==> src/rtl/spn_cipher_core.sv <==
// Iterative substitution-permutation block cipher: one round per enabled cycle
// over LANES byte lanes, with valid/ready handshakes on both sides.
module spn_cipher_core #(
  parameter int LANES  = 4,
  parameter int ROUNDS = 8
) (
  input  logic               CLK,
  input  logic               RST_N,
  input  logic               EN,
  input  logic               IN_VALID,
  output logic               IN_READY,
  input  logic               MODE,
  input  logic [7:0]         KEY,
  input  logic [8*LANES-1:0] DIN,
  output logic               OUT_VALID,
  input  logic               OUT_READY,
  output logic [8*LANES-1:0] DOUT,
  output logic               BUSY,
  output logic [7:0]         ROUND
);

  localparam int         W        = 8 * LANES;
  localparam logic [7:0] LAST_RND = 8'(ROUNDS - 1);

  typedef enum logic [1:0] {
    ST_IDLE,
    ST_RUN,
    ST_DONE
  } state_e;

  state_e         state_q, state_d;
  logic [7:0]     rnd_q, rnd_d;
  logic [W-1:0]   data_q, data_d;
  logic           mode_q, mode_d;
  logic [7:0]     key_q, key_d;

  logic [7:0]     rkey;
  logic [W-1:0]   enc_sub;
  logic [W-1:0]   enc_next;
  logic [W-1:0]   dec_next;
  logic           accept;
  logic           last_round;

  function automatic logic [7:0] s_box(input logic [7:0] x);
    return {x[6:0], x[7]} ^ 8'h63;
  endfunction

  function automatic logic [7:0] s_inv(input logic [7:0] y);
    logic [7:0] t;
    t = y ^ 8'h63;
    return {t[0], t[7:1]};
  endfunction

  assign rkey = key_q ^ rnd_q;

  // Encrypt substitutes then rotates lanes down by one; decrypt undoes the
  // rotation first and then the substitution, so it is an exact inverse.
  always_comb begin
    enc_sub  = '0;
    enc_next = '0;
    dec_next = '0;
    for (int i = 0; i < LANES; i++) begin
      enc_sub[i*8 +: 8] = s_box(data_q[i*8 +: 8] ^ rkey);
    end
    for (int i = 0; i < LANES; i++) begin
      enc_next[i*8 +: 8] = enc_sub[((i + 1) % LANES)*8 +: 8];
      dec_next[i*8 +: 8] = s_inv(data_q[((i + LANES - 1) % LANES)*8 +: 8]) ^ rkey;
    end
  end

  assign IN_READY   = (state_q == ST_IDLE) && EN && RST_N;
  assign accept     = IN_VALID && IN_READY;
  assign last_round = mode_q ? (rnd_q == 8'd0) : (rnd_q == LAST_RND);

  // NOTE: every signal gets a default before any branch, so no path through
  // this block leaves a variable unassigned and no latch is inferred.
  always_comb begin
    state_d = state_q;
    rnd_d   = rnd_q;
    data_d  = data_q;
    mode_d  = mode_q;
    key_d   = key_q;
    if (EN) begin
      unique case (state_q)
        ST_IDLE: begin
          if (accept) begin
            state_d = ST_RUN;
            data_d  = DIN;
            mode_d  = MODE;
            key_d   = KEY;
            rnd_d   = MODE ? LAST_RND : 8'd0;
          end
        end
        ST_RUN: begin
          data_d = mode_q ? dec_next : enc_next;
          if (last_round) begin
            state_d = ST_DONE;
            rnd_d   = 8'd0;
          end else begin
            rnd_d = mode_q ? (rnd_q - 8'd1) : (rnd_q + 8'd1);
          end
        end
        ST_DONE: begin
          if (OUT_READY) begin
            state_d = ST_IDLE;
          end
        end
        default: state_d = ST_IDLE;
      endcase
    end
  end

  // NOTE: state registers use non-blocking assignments so every flop samples
  // the pre-edge values regardless of statement order. The data register is a
  // plain flop vector, so it is reset along with the control state.
  always_ff @(posedge CLK or negedge RST_N) begin
    if (!RST_N) begin
      state_q <= ST_IDLE;
      rnd_q   <= 8'd0;
      data_q  <= '0;
      mode_q  <= 1'b0;
      key_q   <= 8'd0;
    end else begin
      state_q <= state_d;
      rnd_q   <= rnd_d;
      data_q  <= data_d;
      mode_q  <= mode_d;
      key_q   <= key_d;
    end
  end

  assign OUT_VALID = (state_q == ST_DONE);
  assign BUSY      = (state_q == ST_RUN);
  assign ROUND     = BUSY ? rnd_q : 8'd0;
  assign DOUT      = OUT_VALID ? data_q : '0;

endmodule
==> config.mk <==
export PLATFORM = sky130hd
export DESIGN_NAME = spn_cipher_core
export DESIGN_NICKNAME = d
export VERILOG_FILES = /design/src/rtl/spn_cipher_core.sv
export SDC_FILE = /design/constraint.sdc
export NUM_CORES = 1
export LEC_CHECK = 0
export BUFFER_PORTS_ARGS = -buffer_cell sky130_fd_sc_hd__buf_4
export CORE_MARGIN = 4
export CORE_UTILIZATION = 50
export CTS_CLUSTER_SIZE = 12
export DETAILED_ROUTE_END_ITERATION = 8
export PLACE_DENSITY = 0.75
export REMOVE_ABC_BUFFERS = 1
export SLEW_MARGIN = 20
export SYNTH_ARGS = -nofsm -noshare
export SYNTH_HDL_FRONTEND = slang
export SYNTH_SLANG_ARGS = --single-unit
==> constraint.sdc <==
create_clock -name CLK -period 4.2 [get_ports CLK]
set_clock_uncertainty 0.05 [all_clocks]
set_input_delay 0.42 -clock CLK [delete_from_list [all_inputs] [get_ports CLK]]
set_output_delay 0.42 -clock CLK [all_outputs]
set_load 0.02 [all_outputs]
==> results of run 1 <==
-- logic make-up after synthesis --
| kind of cell | after synthesis |
|---|---|
| buf+inv | 27 |
| mux | 31 |
| simple gates | 93 |
| fa+ha+maj | 7 |
| xor+xnor | 77 |
| flops | 51 |
| compound gates | 95 |
-- through the flow --
stage          hold WS, ns  util, %  cells  area, µm²
6_report             0.290     64.7    555       4490
5_1_grt              0.285     64.7    555       4490
4_1_cts              0.281     64.7    555       4490
3_5_place_dp         0.210     63.1    546       4380
3_3_place_gp         0.209     63.1    546       4380
2_1_floorplan       0.0744        -    357       3560
-- area by class of cell --
cell class,instances,area (µm²),area share [%]
sequential,51,1280,28.4
tap,96,120,2.67
timing repair buffer,94,708,15.8
inverter,3,11.3,0.251
clock buffer,8,100,2.23
multi-input combinational,303,2280,50.7
-- power groups by stage --
stage                     Combinational (µW)  Sequential (µW)  Clock (µW)
after floorplan                         1610              992           0
after global placement                  1960             1070           0
after detailed placement                2010             1080           0
after CTS                               2030             1070         319
after global routing                    2250             1110         335
final                                   2020             1070         313
-- worst max path at each step --
stage	slack [ns]	cells after the start	end
floorplan	1.41	5	rnd_q[7]$_DFFE_PN0P_
global placement	1.57	5	rnd_q[7]$_DFFE_PN0P_
detailed placement	1.38	5	rnd_q[7]$_DFFE_PN0P_
CTS	1.35	5	rnd_q[7]$_DFFE_PN0P_
global route	1.09	5	rnd_q[7]$_DFFE_PN0P_
finish	1.37	5	rnd_q[7]$_DFFE_PN0P_
-- repair_timing --
| action | CTS | global route |
|---|---|---|
| hold buffers | 1 | 0 |
| buffers inserted | 0 | 0 |
| hold endpoints to repair | 8 | 0 |
-- critical path, cell delays in order, from the launching register on --
cell                      delay [ns]
sky130_fd_sc_hd__dfrtp_1        0.80
sky130_fd_sc_hd__nor2b_1        0.75
sky130_fd_sc_hd__nand2_1        0.40
sky130_fd_sc_hd__nor2_1         0.47
sky130_fd_sc_hd__a31oi_1        0.14
sky130_fd_sc_hd__mux2i_1        0.15
-- layer usage --
| metal | wire [µm] | part of all wire (%) | track usage, % |
|---|---|---|---|
| met1 | 4120 | 45 | 28.9 |
| met3 | 519 | 5.6 | 3.30 |
| met5 | 0 | 0 | 0 |
| met2 | 4540 | 49 | 38.5 |
| met4 | 49 | 0.53 | 3.30 |
-- flip-flops by register name, indices dropped and copies added (netlist names) --
| name | cells |
|---|---|
| state_q | 2 |
| key_q | 8 |
| rnd_q | 8 |
| mode_q | 1 |
| data_q | 32 |
-- cells in the final DEF, fill, tap and decap left out, types with 4 or more instances in the layout --
master                     instances
sky130_fd_sc_hd__dfrtp_1          51
sky130_fd_sc_hd__xor2_1           24
sky130_fd_sc_hd__and2_1           41
sky130_fd_sc_hd__a221o_1           9
sky130_fd_sc_hd__o21ai_1           6
sky130_fd_sc_hd__mux2i_1          20
sky130_fd_sc_hd__xnor2_1          46
sky130_fd_sc_hd__a21oi_1          20
sky130_fd_sc_hd__o21ai_0          22
sky130_fd_sc_hd__nand2_1          13
sky130_fd_sc_hd__mux2_2           11
sky130_fd_sc_hd__xor2_2            6
sky130_fd_sc_hd__nor2_1           24
sky130_fd_sc_hd__a211oi_1         11
sky130_fd_sc_hd__buf_4            93
sky130_fd_sc_hd__a22o_1            4
sky130_fd_sc_hd__clkbuf_8          7
sky130_fd_sc_hd__a22oi_1          13
sky130_fd_sc_hd__ha_1              6
==> impl_results.html, run 1 <==
<table>
<tr><th>Metric</th><th>Value</th></tr>
<tr><th colspan="2">Clocking</th></tr>
<tr><td>Cts bufs inserted</td><td>5</td></tr>
<tr><td>Cells resized by post-CTS repair</td><td>0</td></tr>
<tr><td>Number of sinks on the clock net</td><td>51</td></tr>
<tr><td>Htree depth</td><td>2</td></tr>
<tr><td>TritonCTS clock tree</td><td>built</td></tr>
<tr><td>CTS Buffer Depth</td><td>2</td></tr>
<tr><td>Clk pin slew, worst setup/hold paths</td><td>0.09 ns</td></tr>
<tr><td>Clock network latency to the later pin of the worst-skew pair</td><td>0.30 ns</td></tr>
<tr><td>Clock Root Buffer</td><td>sky130_fd_sc_hd__clkbuf_8</td></tr>
<tr><th colspan="2">Timing</th></tr>
<tr><td>Final number of max-transition violations</td><td>0</td></tr>
<tr><td>Tightest Pin Transition</td><td>1.04 ns</td></tr>
<tr><td>Final cycle utilization of the critical path</td><td>67.4%</td></tr>
<tr><td>Number of hold-slack violations in the final timing report</td><td>0</td></tr>
<tr><td>Max-Slew Margin vs Limit</td><td>30.4%</td></tr>
<tr><td>Post-route setup TNS</td><td>0 ns</td></tr>
<tr><td>Setup repair after global routing missed its margin</td><td>no</td></tr>
<tr><td>PnR worst setup slack</td><td>1.37 ns</td></tr>
<tr><td>Number of setup violations in the final report</td><td>0</td></tr>
<tr><td>Min Clock Period, post-route</td><td>2.83 ns</td></tr>
<tr><td>Upper clock frequency limit</td><td>0.353 GHz</td></tr>
<tr><th colspan="2">Routing</th></tr>
<tr><td>DR iter-0 viols</td><td>147</td></tr>
<tr><td>First-pass detailed-route iteration total</td><td>5</td></tr>
<tr><td>Drt drc</td><td>0</td></tr>
<tr><td>Post-detailed-route via-to-cell ratio</td><td>5.56</td></tr>
<tr><td>Via count</td><td>3087</td></tr>
<tr><td>Final ANT Viol Nets</td><td>0</td></tr>
<tr><td>Drt total wl</td><td>9.24 mm</td></tr>
<tr><td>Post-detailed-route wirelength per cell</td><td>16.6 µm</td></tr>
<tr><th colspan="2">Worst setup path</th></tr>
<tr><td>Category of the worst setup path launch point</td><td>register</td></tr>
<tr><td>Crit Path Class</td><td>reg -&gt; reg</td></tr>
<tr><td>Crit path max fanout</td><td>16</td></tr>
<tr><td>Worst Setup SP</td><td>state_q[0]$_DFFE_PN0P_</td></tr>
<tr><td>CP Data Arrival Time</td><td>3.02 ns</td></tr>
<tr><td>R2r worst-path depth</td><td>5</td></tr>
<tr><td>Worst reg2reg path startpoint</td><td>state_q[0]$_DFFE_PN0P_</td></tr>
<tr><td>R2r setup slk</td><td>1.37 ns</td></tr>
<tr><td>Capture point of the worst reg-to-reg path</td><td>rnd_q[7]$_DFFE_PN0P_</td></tr>
<tr><td>Category of the worst setup path capture point</td><td>register</td></tr>
<tr><td>Worst EP required</td><td>4.38 ns</td></tr>
<tr><th colspan="2">Cells and area</th></tr>
<tr><td>Number of nets in the finished design</td><td>511</td></tr>
<tr><td>Synthesis-to-layout area growth</td><td>22.9%</td></tr>
<tr><td>Filler cell count</td><td>594</td></tr>
<tr><td>Share of layout cells above drive strength 1</td><td>26.1%</td></tr>
<tr><td>Diode insertion count for antenna repair</td><td>0</td></tr>
<tr><th colspan="2">Yosys</th></tr>
<tr><td>Cell count after synthesis</td><td>381</td></tr>
<tr><td>Adder-cell share of the synthesized area</td><td>2.60%</td></tr>
<tr><td>Post-synthesis simple-gate area fraction</td><td>13.7%</td></tr>
<tr><td>Yosys top cell area share</td><td>34.9%</td></tr>
<tr><td>Leading post-synthesis cells by instance count</td><td>sky130_fd_sc_hd__dfrtp_1 (51), sky130_fd_sc_hd__xnor2_1 (46), sky130_fd_sc_hd__and2_1 (41), sky130_fd_sc_hd__nor2_1 (24), sky130_fd_sc_hd__xor2_1 (24)</td></tr>
<tr><td>Flip-flop cell with the highest count after synthesis</td><td>sky130_fd_sc_hd__dfrtp_1</td></tr>
<tr><td>Most common cell in the synthesized netlist</td><td>sky130_fd_sc_hd__dfrtp_1</td></tr>
<tr><td>Post-synth EDFFs</td><td>0</td></tr>
<tr><td>Yosys warning total</td><td>0</td></tr>
<tr><td>Fraction of synthesized cell area in xor and xnor cells</td><td>19.9%</td></tr>
<tr><td>Share of flip-flops with an asynchronous set or reset after synthesis</td><td>100%</td></tr>
<tr><td>Compound-cell area share of the yosys netlist</td><td>17.2%</td></tr>
<tr><td>Main area contributors after synthesis</td><td>sky130_fd_sc_hd__dfrtp_1 (35%), sky130_fd_sc_hd__xnor2_1 (11%), sky130_fd_sc_hd__and2_1 (7.0%), sky130_fd_sc_hd__xor2_1 (5.7%), sky130_fd_sc_hd__mux2i_1 (5.5%)</td></tr>
<tr><td>Sequential area share after synthesis</td><td>34.9%</td></tr>
<tr><td>Dominant combinational cell family by area after synthesis</td><td>XOR/XNOR gates</td></tr>
<tr><td>Area leader, netlist</td><td>sky130_fd_sc_hd__dfrtp_1</td></tr>
<tr><td>Multiplexer share of the synthesized area</td><td>8.86%</td></tr>
<tr><td>Post-Syn Area</td><td>3660 µm²</td></tr>
<tr><td>Count of different cell masters after synthesis</td><td>41</td></tr>
<tr><td>Mean instance size in the synthesized netlist</td><td>9.60 µm²</td></tr>
<tr><td>Flip-flop and latch count after synthesis</td><td>51</td></tr>
<tr><th colspan="2">Power</th></tr>
<tr><td>Cell-internal power</td><td>1860 µW</td></tr>
<tr><td>Leakage power total</td><td>0.00204 µW</td></tr>
<tr><td>Power per cell area</td><td>757 nW/µm²</td></tr>
<tr><td>Switching power summed over all nets</td><td>1550 µW</td></tr>
<tr><td>Maximum VDD drop</td><td>0.000384 V</td></tr>
<tr><td>Combinational Power Share</td><td>59.3%</td></tr>
<tr><td>Relative contribution of the clock network to total power</td><td>9.2%</td></tr>
<tr><td>Net Sw Frac</td><td>45.5%</td></tr>
<tr><td>Power consumption</td><td>3400 µW</td></tr>
<tr><td>Seq pwr share</td><td>31.5%</td></tr>
<tr><th colspan="2">Global route</th></tr>
<tr><td>Number of global-route vias before repair</td><td>3035</td></tr>
<tr><td>Aggregate global-route resource usage</td><td>21.9%</td></tr>
<tr><td>First-pass GRT wire length</td><td>15.3 mm</td></tr>
<tr><td>Maximum number of pins on one net before global-route repair</td><td>53</td></tr>
<tr><td>Antenna violations before repair</td><td>0</td></tr>
<tr><td>Grt total ovfl</td><td>0</td></tr>
<tr><th colspan="2">Die</th></tr>
<tr><td>Overall die height</td><td>93.5 µm</td></tr>
<tr><td>Die Wd</td><td>93.5 µm</td></tr>
<tr><td>Core outline area</td><td>6940 µm²</td></tr>
<tr><td>Ports</td><td>89</td></tr>
<tr><td>DIE AREA</td><td>8740 µm²</td></tr>
<tr><td>Row count</td><td>30</td></tr>
<tr><td>Initial core utilization</td><td>52.6%</td></tr>
<tr><th colspan="2">Place</th></tr>
<tr><td>Half-perimeter wire length after placement</td><td>6.77 mm</td></tr>
<tr><td>Buffers on Ports</td><td>88</td></tr>
<tr><td>Pre-CTS setup slack</td><td>1.38 ns</td></tr>
<tr><td>Global placement routability congestion</td><td>0.860</td></tr>
<tr><th colspan="2">Flow run</th></tr>
<tr><td>Max-cap violation count</td><td>0</td></tr>
<tr><th colspan="2">Worst hold path</th></tr>
<tr><td>Path type of the worst min-delay path</td><td>in -&gt; reg</td></tr>
<tr><td>Worst hold start</td><td>KEY[5]</td></tr>
<tr><td>Hold worst-path end</td><td>key_q[5]$_DFFE_PN0P_</td></tr>
<tr><td>Worst Hold Depth</td><td>2</td></tr>
<tr><th colspan="2">Status</th></tr>
<tr><td>Result of the run</td><td>finished, final reports clean</td></tr>
</table>
(Power assumes the default switching activity.)
==> inputs of run 2 (changes only) <==
- CORE_UTILIZATION: 50 -> 49
- PLACE_DENSITY: 0.75 -> 0.77
- clock period: 4.2 -> 2.4 ns (I/O delays scaled with it)
==> run 2 against run 1 <==
Effect of this change:
- flip-flop and latch count is the same
- worst setup slack got worse by 1.2 ns
- combinational power increased by 79%
- global-route usage fell by 0.20 points
==> impl_results.html, run 2 (synthesis gave the netlist of run 1 again) <==
<table>
<tr><th>Metric</th><th>Value</th></tr>
<tr><th colspan="2">Cells and area</th></tr>
<tr><td>Share of layout cells above drive strength 1</td><td>27.5%</td></tr>
<tr><td>Commonest cells after routing, fill and taps aside</td><td>sky130_fd_sc_hd__buf_4 (100), sky130_fd_sc_hd__dfrtp_1 (51), sky130_fd_sc_hd__xnor2_1 (46)</td></tr>
<tr><td>Max reg flops</td><td>32</td></tr>
<tr><td>Leading registers by flop count</td><td>data_q: 32 flops, key_q: 8 flops, rnd_q: 8 flops</td></tr>
<tr><td>Synthesis-to-layout area growth</td><td>24.7%</td></tr>
<tr><td>Register ranked first by flip-flop count</td><td>data_q</td></tr>
<tr><td>Diode insertion count for antenna repair</td><td>0</td></tr>
<tr><td>Most common library cell in the layout ignoring fill and taps</td><td>sky130_fd_sc_hd__buf_4</td></tr>
<tr><td>Number of standard cells in the final layout excluding fillers</td><td>565</td></tr>
<tr><td>Number of nets in the finished design</td><td>518</td></tr>
<tr><th colspan="2">Place</th></tr>
<tr><td>Global placement routability congestion</td><td>0.900</td></tr>
<tr><td>Count of placed standard cells including taps</td><td>557</td></tr>
<tr><td>Buffers on Ports</td><td>88</td></tr>
<tr><td>Half-perimeter wire length after placement</td><td>6.86 mm</td></tr>
<tr><th colspan="2">Clocking</th></tr>
<tr><td>Cells resized by post-CTS repair</td><td>0</td></tr>
<tr><td>TritonCTS clock tree</td><td>built</td></tr>
<tr><td>Clk pin slew, worst setup/hold paths</td><td>0.10 ns</td></tr>
<tr><td>CTS Buffer Depth</td><td>2</td></tr>
<tr><td>Clock network latency to the later pin of the worst-skew pair</td><td>0.31 ns</td></tr>
<tr><td>Number of hold buffers added after CTS</td><td>0</td></tr>
<tr><td>Number of setup buffers added after CTS</td><td>0</td></tr>
<tr><td>Htree depth</td><td>2</td></tr>
<tr><td>Cts bufs inserted</td><td>5</td></tr>
<tr><td>Number of sinks on the clock net</td><td>51</td></tr>
<tr><td>Clock Root Buffer</td><td>sky130_fd_sc_hd__clkbuf_8</td></tr>
<tr><th colspan="2">Power</th></tr>
<tr><td>Power per cell area</td><td>1310 nW/µm²</td></tr>
<tr><td>Seq pwr share</td><td>30.5%</td></tr>
<tr><td>Net Sw Frac</td><td>45.1%</td></tr>
<tr><td>Cell-internal power</td><td>3290 µW</td></tr>
<tr><td>Leakage power total</td><td>0.00208 µW</td></tr>
<tr><td>Relative contribution of the clock network to total power</td><td>9.2%</td></tr>
<tr><td>Switching power summed over all nets</td><td>2700 µW</td></tr>
<tr><td>Combinational Power Share</td><td>60.3%</td></tr>
<tr><td>Power consumption</td><td>5980 µW</td></tr>
<tr><td>Maximum VDD drop</td><td>0.000671 V</td></tr>
<tr><th colspan="2">Worst setup path</th></tr>
<tr><td>Worst EP required</td><td>2.58 ns</td></tr>
<tr><td>Crit Path Class</td><td>reg -&gt; reg</td></tr>
<tr><td>Category of the worst setup path launch point</td><td>register</td></tr>
<tr><td>CP Data Arrival Time</td><td>2.36 ns</td></tr>
<tr><td>Crit path max fanout</td><td>46</td></tr>
<tr><td>Category of the worst setup path capture point</td><td>register</td></tr>
<tr><th colspan="2">Timing</th></tr>
<tr><td>Min Clock Period, post-route</td><td>2.18 ns</td></tr>
<tr><td>Tightest Pin Transition</td><td>0.997 ns</td></tr>
<tr><td>Max-Slew Margin vs Limit</td><td>33.5%</td></tr>
<tr><td>Final cycle utilization of the critical path</td><td>91.0%</td></tr>
<tr><td>Setup repair after global routing missed its margin</td><td>no</td></tr>
<tr><td>Number of setup violations in the final report</td><td>0</td></tr>
<tr><td>Number of hold-slack violations in the final timing report</td><td>0</td></tr>
<tr><td>Final number of max-transition violations</td><td>0</td></tr>
<tr><td>Upper clock frequency limit</td><td>0.458 GHz</td></tr>
<tr><th colspan="2">Routing</th></tr>
<tr><td>Drt total wl</td><td>9.38 mm</td></tr>
<tr><td>First-pass detailed-route iteration total</td><td>4</td></tr>
<tr><td>Post-detailed-route via-to-cell ratio</td><td>5.49</td></tr>
<tr><td>Final ANT Viol Nets</td><td>0</td></tr>
<tr><td>DR iter-0 viols</td><td>139</td></tr>
<tr><td>Drt drc</td><td>0</td></tr>
<tr><td>Post-detailed-route wirelength per cell</td><td>16.6 µm</td></tr>
<tr><td>Via count</td><td>3100</td></tr>
<tr><th colspan="2">Global route</th></tr>
<tr><td>First-pass GRT wire length</td><td>15.2 mm</td></tr>
<tr><td>Maximum number of pins on one net before global-route repair</td><td>52</td></tr>
<tr><td>Number of global-route vias before repair</td><td>3144</td></tr>
<tr><td>Aggregate global-route resource usage</td><td>21.7%</td></tr>
<tr><td>Grt total ovfl</td><td>0</td></tr>
<tr><td>Antenna violations before repair</td><td>0</td></tr>
<tr><th colspan="2">Die</th></tr>
<tr><td>Die Wd</td><td>94.4 µm</td></tr>
<tr><td>Initial core utilization</td><td>50.4%</td></tr>
<tr><td>Ports</td><td>89</td></tr>
<tr><td>Core outline area</td><td>7250 µm²</td></tr>
<tr><td>Overall die height</td><td>94.4 µm</td></tr>
<tr><td>DIE AREA</td><td>8910 µm²</td></tr>
<tr><td>Row count</td><td>31</td></tr>
<tr><th colspan="2">Worst hold path</th></tr>
<tr><td>Path type of the worst min-delay path</td><td>in -&gt; async</td></tr>
<tr><th colspan="2">Status</th></tr>
<tr><td>Result of the run</td><td>finished, final reports clean</td></tr>
<tr><th colspan="2">Flow run</th></tr>
<tr><td>Max-cap violation count</td><td>0</td></tr>
</table>
## run 2: cell count changes in the layout (fill, tap and decap cells not counted), sizes merged
cell         delta
buf             +8
dlygate4sd3     -1
## run 2: worst max-delay path, stage by stage, from the launching register on
cell                       delay, ns
sky130_fd_sc_hd__dfrtp_1        0.51
sky130_fd_sc_hd__buf_4          0.44
sky130_fd_sc_hd__ha_1           0.35
sky130_fd_sc_hd__nand2b_1       0.10
sky130_fd_sc_hd__a21oi_1        0.04
sky130_fd_sc_hd__a211oi_1       0.30
sky130_fd_sc_hd__a31oi_1        0.14
sky130_fd_sc_hd__mux2i_1        0.18
## run 2: area by class of cell
class	count	area, µm²
fillers	626	2700
multi-input cells	303	2280
flip-flops and latches	51	1280
repair buffers	101	771
well taps	99	124
clock buffers	8	100
inverters	3	11.3
## run 2: power by group through the flow
| stage | sequential, µW | clock (µW) | combinational [µW] |
|---|---|---|---|
| detailed placement | 1840 | 0 | 3600 |
| finish | 1820 | 551 | 3610 |
| floorplan | 1740 | 0 | 2810 |
| global placement | 1830 | 0 | 3500 |
| CTS | 1830 | 557 | 3630 |
| global route | 1900 | 600 | 4050 |
## run 2: per-stage QoR
| stage | worst slack, ns | util, % | setup TNS (ns) | area [µm²] | hold WS (ns) |
|---|---|---|---|---|---|
| 4_1_cts | 0.213 | 62.8 | 0 | 4560 | 0.0649 |
| 3_5_place_dp | 0.202 | 61.5 | 0 | 4460 | 0.394 |
| 3_3_place_gp | 0.336 | 61.5 | 0 | 4460 | 0.386 |
| 5_1_grt | 0.0479 | 62.8 | 0 | 4560 | 0.0865 |
| 2_1_floorplan | -0.386 | - | -8.12 | 3560 | -0.106 |
| 6_report | 0.215 | 62.8 | 0 | 4560 | 0.0299 |
## run 2: per-layer routing
layer  up-vias  global-route usage, %  routed length [µm]
li1       1497                      -                   -
met1      1476                   27.8                3810
met2       105                   35.8                4590
met3        22                   4.46                 750
met4         0                   8.78                 223
met5         -                      0                   0
## run 2: worst paths after layout
path | from | end | slack [ns] | cells after the start
hold / removal | RST_N | data_q[31]$_DFFE_PN0P_ | 0.03 | 2
setup reg to reg | mode_q$_DFFE_PN0P_ | rnd_q[7]$_DFFE_PN0P_ | 0.22 | 7
min in group CLK | DIN[7] | data_q[7]$_DFFE_PN0P_ | 0.10 | 3
setup / recovery | mode_q$_DFFE_PN0P_ | rnd_q[7]$_DFFE_PN0P_ | 0.22 | 7
max in group asynchronous | RST_N | data_q[30]$_DFFE_PN0P_ | 1.83 | 2
hold reg to reg | key_q[3]$_DFFE_PN0P_ | key_q[3]$_DFFE_PN0P_ | 0.49 | 1
==> inputs of run 3 (changes only) <==
- MAX_ROUTING_LAYER: not set -> met4
==> run 3 against run 2 <==
Effect of this change:
- utilization is 0.26 points lower
- critical path type is now reg -> out
- wire length shrank 0.65%
- non-clock buffer count stayed put
- design area down 0.41%
- power decreased by 0.97%
- largest cell class unchanged
- combinational power about the same
- first-iteration DRC count shrank 12%
- final cell count stayed put
- highest routed layer unchanged
==> impl_results.html, run 3 (synthesis gave the netlist of run 1 again) <==
<table>
<tr><th>Metric</th><th>Value</th></tr>
<tr><th colspan="2">Cells and area</th></tr>
<tr><td>Number of nets in the finished design</td><td>518</td></tr>
<tr><td>Max reg flops</td><td>32</td></tr>
<tr><td>Most common library cell in the layout ignoring fill and taps</td><td>sky130_fd_sc_hd__buf_4</td></tr>
<tr><td>Commonest cells after routing, fill and taps aside</td><td>sky130_fd_sc_hd__buf_4 (100), sky130_fd_sc_hd__dfrtp_1 (51), sky130_fd_sc_hd__xnor2_1 (46)</td></tr>
<tr><td>Share of layout cells above drive strength 1</td><td>27.3%</td></tr>
<tr><td>Synthesis-to-layout area growth</td><td>24.2%</td></tr>
<tr><td>Leading registers by flop count</td><td>data_q: 32 flops, key_q: 8 flops, rnd_q: 8 flops</td></tr>
<tr><td>Diode insertion count for antenna repair</td><td>0</td></tr>
<tr><td>Register ranked first by flip-flop count</td><td>data_q</td></tr>
<tr><th colspan="2">Power</th></tr>
<tr><td>Power consumption</td><td>5930 µW</td></tr>
<tr><td>Power per cell area</td><td>1310 nW/µm²</td></tr>
<tr><td>Cell-internal power</td><td>3230 µW</td></tr>
<tr><td>Switching power summed over all nets</td><td>2700 µW</td></tr>
<tr><td>Leakage power total</td><td>0.00207 µW</td></tr>
<tr><td>Net Sw Frac</td><td>45.5%</td></tr>
<tr><td>Relative contribution of the clock network to total power</td><td>8.3%</td></tr>
<tr><td>Maximum VDD drop</td><td>0.000620 V</td></tr>
<tr><td>Seq pwr share</td><td>30.6%</td></tr>
<tr><td>Combinational Power Share</td><td>61.1%</td></tr>
<tr><th colspan="2">Routing</th></tr>
<tr><td>Met3 Routed Length</td><td>527 µm</td></tr>
<tr><td>Final ANT Viol Nets</td><td>0</td></tr>
<tr><td>Drt total wl</td><td>9.32 mm</td></tr>
<tr><td>Top Layer Used</td><td>met4</td></tr>
<tr><td>Routed length on met2</td><td>4.55 mm</td></tr>
<tr><td>DR iter-0 viols</td><td>122</td></tr>
<tr><td>First-pass detailed-route iteration total</td><td>4</td></tr>
<tr><td>Post-detailed-route wirelength per cell</td><td>16.5 µm</td></tr>
<tr><td>Post-detailed-route via-to-cell ratio</td><td>5.55</td></tr>
<tr><td>Met1 WL</td><td>4.04 mm</td></tr>
<tr><td>Via count</td><td>3134</td></tr>
<tr><td>Drt drc</td><td>0</td></tr>
<tr><th colspan="2">Timing</th></tr>
<tr><td>Final number of max-transition violations</td><td>0</td></tr>
<tr><td>Max-Slew Margin vs Limit</td><td>32.1%</td></tr>
<tr><td>Min Clock Period, post-route</td><td>2.20 ns</td></tr>
<tr><td>Setup repair after global routing missed its margin</td><td>no</td></tr>
<tr><td>Upper clock frequency limit</td><td>0.455 GHz</td></tr>
<tr><td>Number of setup violations in the final report</td><td>0</td></tr>
<tr><td>PnR worst setup slack</td><td>0.202 ns</td></tr>
<tr><td>Tightest Pin Transition</td><td>1.02 ns</td></tr>
<tr><td>Final cycle utilization of the critical path</td><td>91.6%</td></tr>
<tr><td>Number of hold-slack violations in the final timing report</td><td>0</td></tr>
<tr><th colspan="2">Global route</th></tr>
<tr><td>Aggregate global-route resource usage</td><td>21.4%</td></tr>
<tr><td>Maximum number of pins on one net before global-route repair</td><td>52</td></tr>
<tr><td>Grt total ovfl</td><td>0</td></tr>
<tr><td>First-pass GRT wire length</td><td>14.8 mm</td></tr>
<tr><td>Antenna violations before repair</td><td>0</td></tr>
<tr><td>Number of global-route vias before repair</td><td>3117</td></tr>
<tr><th colspan="2">Status</th></tr>
<tr><td>Result of the run</td><td>finished, final reports clean</td></tr>
<tr><th colspan="2">Flow run</th></tr>
<tr><td>Max-cap violation count</td><td>0</td></tr>
<tr><th colspan="2">Clocking</th></tr>
<tr><td>Cells resized by post-CTS repair</td><td>0</td></tr>
<tr><td>Clk pin slew, worst setup/hold paths</td><td>0.09 ns</td></tr>
<tr><td>Number of sinks on the clock net</td><td>51</td></tr>
<tr><td>Clock Root Buffer</td><td>sky130_fd_sc_hd__clkbuf_8</td></tr>
<tr><td>Number of setup buffers added after CTS</td><td>0</td></tr>
<tr><td>Number of hold buffers added after CTS</td><td>0</td></tr>
<tr><td>Cts bufs inserted</td><td>5</td></tr>
<tr><td>CTS Buffer Depth</td><td>2</td></tr>
<tr><td>Clock network latency to the later pin of the worst-skew pair</td><td>0.31 ns</td></tr>
<tr><td>TritonCTS clock tree</td><td>built</td></tr>
<tr><td>Htree depth</td><td>2</td></tr>
<tr><th colspan="2">Worst hold path</th></tr>
<tr><td>Path type of the worst min-delay path</td><td>in -&gt; async</td></tr>
<tr><th colspan="2">Place</th></tr>
<tr><td>Half-perimeter wire length after placement</td><td>6.84 mm</td></tr>
<tr><td>Pre-CTS setup slack</td><td>0.297 ns</td></tr>
<tr><td>Global placement routability congestion</td><td>0.886</td></tr>
<tr><td>Buffers on Ports</td><td>88</td></tr>
<tr><th colspan="2">Worst setup path</th></tr>
<tr><td>Worst reg2reg path startpoint</td><td>mode_q$_DFFE_PN0P_</td></tr>
<tr><td>Worst Setup SP</td><td>state_q[0]$_DFFE_PN0P_</td></tr>
<tr><td>Worst EP required</td><td>2.11 ns</td></tr>
<tr><td>Crit path max fanout</td><td>14</td></tr>
<tr><td>Category of the worst setup path capture point</td><td>output pin</td></tr>
<tr><td>Crit Path Class</td><td>reg -&gt; out</td></tr>
<tr><td>CP Data Arrival Time</td><td>1.91 ns</td></tr>
<tr><td>Category of the worst setup path launch point</td><td>register</td></tr>
<tr><th colspan="2">Die</th></tr>
<tr><td>Ports</td><td>89</td></tr>
<tr><td>DIE AREA</td><td>8910 µm²</td></tr>
<tr><td>Row count</td><td>31</td></tr>
<tr><td>Initial core utilization</td><td>50.4%</td></tr>
<tr><td>Die Wd</td><td>94.4 µm</td></tr>
<tr><td>Core outline area</td><td>7250 µm²</td></tr>
<tr><td>Overall die height</td><td>94.4 µm</td></tr>
</table>
-- run 3: cell count changes in the layout (fill, tap and decap cells not counted) --
cell,previous run,this run
sky130_fd_sc_hd__clkbuf_1,1,2
sky130_fd_sc_hd__clkbuf_8,7,5
sky130_fd_sc_hd__clkinv_2,0,1
-- run 3: metal layers --
| layer | global-route usage (%) | vias up |
|---|---|---|
| li1 | - | 1494 |
| met3 | 3.51 | 22 |
| met2 | 34.6 | 88 |
| met5 | - | - |
| met4 | 6.50 | 0 |
| met1 | 27.7 | 1530 |
-- run 3: cell type report --
| cell class | count | area [µm²] |
|---|---|---|
| clock buffer | 7 | 76.3 |
| clock inverter | 1 | 5.00 |
| fill | 638 | 2710 |
| inverter | 3 | 11.3 |
| multi-input combinational | 303 | 2280 |
| sequential | 51 | 1280 |
| tap | 99 | 124 |
| timing repair buffer | 101 | 771 |
-- run 3: worst paths after layout --
path,cells after the start,endpoint,slack (ns)
min in group CLK,3,data_q[22]$_DFFE_PN0P_,0.10
max in group asynchronous,2,key_q[4]$_DFFE_PN0P_,1.81
min,2,data_q[2]$_DFFE_PN0P_,0.04
max,5,ROUND[0],0.20
min reg2reg,1,key_q[3]$_DFFE_PN0P_,0.50
max reg2reg,6,rnd_q[7]$_DFFE_PN0P_,0.25
-- run 3: critical path: stages (launching register included) --
cell                      delay [ns]
sky130_fd_sc_hd__dfrtp_1        0.38
sky130_fd_sc_hd__buf_4          0.27
sky130_fd_sc_hd__nor2b_1        0.43
sky130_fd_sc_hd__buf_4          0.23
sky130_fd_sc_hd__and2_1         0.14
sky130_fd_sc_hd__buf_4          0.14
-- run 3: power by group through the flow --
| stage | logic (µW) | clock network [µW] | registers, µW |
|---|---|---|---|
| finish | 3620 | 490 | 1810 |
| global route | 4020 | 531 | 1890 |
| CTS | 3640 | 501 | 1820 |
| detailed placement | 3620 | 0 | 1830 |
| global placement | 3500 | 0 | 1830 |
| floorplan | 2810 | 0 | 1740 |
-- run 3: per-stage QoR --
stage          cell area, µm²  TNS [ns]  util, %  instances  hold WS (ns)
6_report                 4540         0     62.6        565        0.0370
5_1_grt                  4540         0     62.6        565        0.0958
4_1_cts                  4540         0     62.6        565        0.0598
3_5_place_dp             4460         0     61.5        557         0.392
3_3_place_gp             4460         0     61.5        557         0.387
2_1_floorplan            3560     -8.12        -        357        -0.106
